==> src/rtl/or1200_fetch_buf.sv <==
// Instruction fetch buffer: single-beat icpu reads queued with their PCs for decode.
// Optional OR1200_FETCHBUF_BYPASS_EN forwards a response straight to decode when the queue is empty.
module or1200_fetch_buf #(
  parameter int          DEPTH    = 4,
  parameter logic [31:0] NOP_INSN = 32'h1500_0000
) (
  input  logic        clk,
  input  logic        rst,
  input  logic [31:0] pc_i,
  input  logic        pc_valid_i,
  output logic        pc_ready_o,
  input  logic        flush_i,
  output logic [31:0] icpu_adr_o,
  output logic        icpu_cycstb_o,
  input  logic        icpu_ack_i,
  input  logic        icpu_err_i,
  input  logic [31:0] icpu_dat_i,
  output logic [31:0] if_insn_o,
  output logic [31:0] if_pc_o,
  output logic        if_err_o,
  output logic        if_valid_o,
  input  logic        id_ready_i
);

  localparam int AW = $clog2(DEPTH);
  localparam logic [AW:0] CNT_FULL = (AW+1)'(DEPTH);

  typedef struct packed {
    logic [31:0] insn;
    logic [31:0] pc;
    logic        err;
  } entry_t;

  typedef enum logic [1:0] {IDLE, REQ, DROP} state_t;

  state_t        state, state_nxt;
  logic [31:0]   adr_r;
  entry_t        mem [DEPTH];
  logic [AW-1:0] wr_ptr, rd_ptr;
  logic [AW:0]   count;

  logic   accept, resp, empty, push, pop, byp_vld;
  entry_t resp_entry, head;

  // Byte offset of the fetch address is meaningless for 32-bit instructions.
  logic unused_pc_lsb;
  assign unused_pc_lsb = ^pc_i[1:0];

  assign empty      = (count == '0);
  assign pc_ready_o = !rst && (state == IDLE) && (count < CNT_FULL) && !flush_i;
  assign accept     = pc_valid_i && pc_ready_o;
  assign resp       = (state == REQ) && (icpu_ack_i || icpu_err_i);

  // err wins when both terminations arrive together.
  assign resp_entry.insn = icpu_err_i ? NOP_INSN : icpu_dat_i;
  assign resp_entry.pc   = adr_r;
  assign resp_entry.err  = icpu_err_i;

`ifdef OR1200_FETCHBUF_BYPASS_EN
  assign byp_vld = resp && !flush_i && empty;
`else
  assign byp_vld = 1'b0;
`endif

  // A bypassed response consumed by decode never occupies a slot.
  assign push = resp && !flush_i && !(byp_vld && id_ready_i);
  assign pop  = !empty && id_ready_i && !flush_i;

  always_comb begin
    head = '0;
    if (!empty)       head = mem[rd_ptr];
    else if (byp_vld) head = resp_entry;
  end

  assign if_valid_o = !empty || byp_vld;
  assign if_insn_o  = head.insn;
  assign if_pc_o    = head.pc;
  assign if_err_o   = head.err;

  assign icpu_cycstb_o = (state != IDLE);
  assign icpu_adr_o    = adr_r;

  always_comb begin
    state_nxt = state;
    case (state)
      IDLE:    if (accept) state_nxt = REQ;
      REQ: begin
        if (icpu_ack_i || icpu_err_i) state_nxt = IDLE;
        else if (flush_i)             state_nxt = DROP;
      end
      // Bus cannot be abandoned mid-cycle; wait out the response and discard it.
      DROP:    if (icpu_ack_i || icpu_err_i) state_nxt = IDLE;
      default: state_nxt = IDLE;
    endcase
  end

  always_ff @(posedge clk or posedge rst) begin
    if (rst) begin
      state <= IDLE;
      adr_r <= '0;
    end else begin
      state <= state_nxt;
      if (accept) adr_r <= {pc_i[31:2], 2'b00};
    end
  end

  always_ff @(posedge clk or posedge rst) begin
    if (rst) begin
      wr_ptr <= '0;
      rd_ptr <= '0;
      count  <= '0;
    end else if (flush_i) begin
      wr_ptr <= '0;
      rd_ptr <= '0;
      count  <= '0;
    end else begin
      if (push) wr_ptr <= wr_ptr + 1'b1;
      if (pop)  rd_ptr <= rd_ptr + 1'b1;
      if (push && !pop)      count <= count + 1'b1;
      else if (pop && !push) count <= count - 1'b1;
    end
  end

  always_ff @(posedge clk) begin
    if (push) mem[wr_ptr] <= resp_entry;
  end

endmodule

==> config.mk <==
export PLATFORM = sky130hd
export DESIGN_NAME = or1200_fetch_buf
export DESIGN_NICKNAME = d
export VERILOG_FILES = /design/src/rtl/or1200_fetch_buf.sv
export SDC_FILE = /design/constraint.sdc
export NUM_CORES = 1
export LEC_CHECK = 0
export CAP_MARGIN = 20
export CORE_MARGIN = 3
export CORE_UTILIZATION = 30
export CTS_CLUSTER_DIAMETER = 100
export CTS_CLUSTER_SIZE = 12
export DETAILED_ROUTE_END_ITERATION = 10
export PLACE_DENSITY = 0.49
export REMOVE_ABC_BUFFERS = 1
export SYNTH_ARGS = -nofsm -noshare
export SYNTH_HDL_FRONTEND = slang
export SYNTH_SLANG_ARGS = --single-unit
==> constraint.sdc <==
create_clock -name clk -period 4.1 [get_ports clk]
set_clock_uncertainty 0.1 [all_clocks]
set_input_delay 1.23 -clock clk [delete_from_list [all_inputs] [get_ports clk]]
set_output_delay 1.23 -clock clk [all_outputs]
set_load 0.03 [all_outputs]
==> results <==
- The flow ran to the end, and the final reports show no timing, DRC or antenna violations.
- Of the cells placed in the final design, the portion with a size suffix greater than 1 is 17.65%.
- The synthesized design spends more area on one cell type than any other, namely sky130_fd_sc_hd__edfxtp_1.
- The peak supply drop is about 0.00035 V.
- The vertical die dimension is ~200 um.
- The overall die width is 203.3 um.
- The total die area is 41320 um^2.
- The repair_antennas step left the layout with diodes totalling 0.
- The critical path launch point type is a flop.
- The clock transition at the registers of the reported paths is about 0.070 ns.
- In the synthesized netlist, the cells that appear most often are 252 x sky130_fd_sc_hd__edfxtp_1, 68 x sky130_fd_sc_hd__and2_1, 63 x sky130_fd_sc_hd__mux4_2.
- The via count normalized by instance count is around 4.6.
- The sum of net half-perimeters after detailed placement is 15490 um.
- In this run the deepest clock path goes through 3 buffers.
- The count of final max-slew check failures is 0.
- For this run, the post-layout net count is 830.
- The congestion estimate from routability-driven global placement came to between 0.6 and 0.7.
- The first-iteration detailed-routing DRC count is between 200 and 300.
- Setup repair after global routing left no endpoint under its margin.
- The first-pass GRT wire length is ~40000 um.
- Derived from the worst setup path, the maximum achievable clock frequency is 0.2505 GHz.
- The critical path is of the reg -> out type.
- The leakage power summed over all cells is a little under 5 nW.
- The number of clock buffers added by TritonCTS is 28.
- The post-route minimum period is 3.992 ns.
- The design draws 0.008913 W.
- The combined global-route utilization of all metal layers is 12.53%.
- For this design the ratio of total power to cell area is a little over 600 nW/um^2.
- The async set-or-reset flop fraction in the synthesized netlist is 13.40%.
- The residual overflow from global routing is 0.
- Dividing the synthesized area by the synthesized cell count gives slightly below 20 um^2.
- The signal on the critical path passes through buf_6, mux4_2, and2_1, clkdlybuf4s50_1.
- In the routed design, unresolved DRC markers number 0.
- The total length of routed wires is 25980 um.
- The pre-antenna-repair detailed-routing pass consisted of 5 iterations.
- The worst endpoint required time is 2.77 ns.
- Yosys attributes the largest share of cell area to sky130_fd_sc_hd__edfxtp_1 65%, sky130_fd_sc_hd__mux4_2 12%, sky130_fd_sc_hd__dfrtp_1 8.4%.
- In this run, synthesis produced a sequential element count of 291.
- The final count of hold timing violations is 0.
- The cell sitting at the root of the clock tree is a sky130_fd_sc_hd__clkbuf_16.
- The via count of the first global-routing pass is 6518.
- The headroom to the max-slew limit is 63.18%.
- For this design, the slowest cell found on the critical path is sky130_fd_sc_hd__clkdlybuf4s50_1.
- The number of antenna violations at the first check in global routing is 0.
- The clock net in this run drives a total of 291 sinks.
- After layout, the worst path uses 97.36% of the clock period.
- In this run the worst path has a maximum fanout of 15.
- The synthesized design devotes to its leading area cell type 64.82% of total area.
- The effective utilization at floorplan is 30.71%.
- The post-synthesis instance area is 11670 um^2.
- The count of port buffers added during placement is 164.
- In this run the number of H-tree levels came out at 1.
- The count of distinct cell types in the synthesized netlist is 39.
- The core region area is 38020 um^2.
- The dominant synthesized flop cell is sky130_fd_sc_hd__edfxtp_1.
- Setup violations remaining at the end of the flow were counted as 0.
- In the final routed layout, each cell accounts on average for about 20 um.
- The tool flagged a number of max-cap violations equal to 0.
- Relative to the synthesized area, the layout overhead comes to 25.85%.
- The pin slew with the least headroom to its limit is approximately 0.55 ns.
- The instance count of the mapped netlist is 595.
- The detail route stage leaves a number of antenna-violating nets equal to 0.
- The final route contains a little under 6000 vias.
- The worst stage delay on the critical path is approximately 0.60 ns.
- The register area share after synthesis is around 73%.
- STA puts the critical path data arrival time at around 2.7 ns.
- The post-layout utilization of the core is 38.64%.
- The count of yosys warnings during synthesis is 0.
- The worst-skew pair later-pin latency is 0.54 ns.
- The TritonCTS clock tree is done.
- The worst setup path is captured at a primary output.
- The hold slack is 0.4325 ns.
- The number of primary I/O pins is between 150 and 200.
- Entering global routing, the biggest net connects 40 pins.
- Yosys instantiated no cell more often than sky130_fd_sc_hd__edfxtp_1.
- In this run the worst hold path is classified as reg -> reg.
- After routing, the total negative slack on setup checks comes to 0 ns.
- The count of flip-flops with a built-in enable after synthesis is ~250.
- Row generation in the floorplan step produced 71 rows.
-- registers in the layout (all words and copies together), names as in the netlist --
signal / count
mem: 252
icpu_adr_o: 30
count: 3
rd_ptr: 2
state: 2
wr_ptr: 2
-- timing repair --
| action | 4_1_cts | 5_1_grt |
|---|---|---|
| setup buffers | 1 | 0 |
| cloned | 1 | 0 |
| setup endpoints to repair | 61 | 1 |
| hold buffers | 0 | 0 |
| resized for setup | 27 | 2 |
-- routing by layer --
metal  vias up  global-route usage [%]  wire [um]
li1       2569                       -          -
met1      3099                   16.95      11510
met2       138                   21.25      12800
met3        39                   2.123       1029
met4         0                   2.974        636
met5         -                       0          0
-- area by class of cell --
type	count	area [um^2]
clock inverter	1	11.26
fill	3553	23330
timing repair buffer	188	1951
inverter	6	22.52
tap	511	639.4
sequential	291	8551
multi-input combinational	239	2751
clock buffer	40	767.0
-- logic make-up after synthesis --
kind of cell	share of synthesized area, %
muxes	15.13
AOI/OAI and AO/OA	0.6645
and+or+nand+nor	6.516
xor gates and xnor gates	0.3752
other	0.03212
buffers and inverters	3.504
DFF	73.18
adders and majority gates	0.6002
-- where the power goes --
part / internal (W) / switching (W) / total [W]
combinational: 0.00127 / 0.00159 / 0.00286
sequential: 0.00352 / 0.000230 / 0.00375
clock: 0.00128 / 0.00103 / 0.00231
-- metrics by stage --
| step | worst slack (ns) | cells | area, um^2 |
|---|---|---|---|
| final | 0.1082 | 1276 | 14690 |
| after global routing | 0.001891 | 1276 | 14690 |
| after CTS | -0.005169 | 1275 | 14680 |
| after detailed placement | 0.3430 | 1232 | 13860 |
| after global placement | 0.4290 | 1232 | 13860 |
| after floorplan | -0.7021 | 536 | 11300 |
-- placed cells by master, fill, tap and decap left out, drive strengths merged, types with 24 or more instances in the layout --
cell type / instances
and2: 68
dfrtp: 39
buf: 26
mux4: 63
edfxtp: 252
clkdlybuf4s50: 137
nor2b: 30
dlygate4sd2: 24
mux2: 30
clkbuf: 40
-- final timing paths --
path	endpoint	slack (ns)	depth (start not counted)	start
setup / recovery	if_pc_o[31]	0.11	4	rd_ptr[0]
hold / removal	mem[1][10]	0.43	0	icpu_adr_o[11]
setup reg to reg	count[2]	1.75	7	state[1]
hold reg to reg	mem[1][10]	0.43	0	icpu_adr_o[11]
max in group asynchronous	rd_ptr[1]	2.55	3	rst
min in group asynchronous	icpu_adr_o[2]	0.89	2	rst
-- worst max-delay path: cells and delay by family, from the launching register on --
kind / cells / cell delay [ns]
AND/OR/NAND/NOR: 1 / 0.19
flip-flops: 1 / 0.51
multiplexers: 1 / 0.53
buffers and inverters: 2 / 0.86
Power figures use the tool's default switching activity.
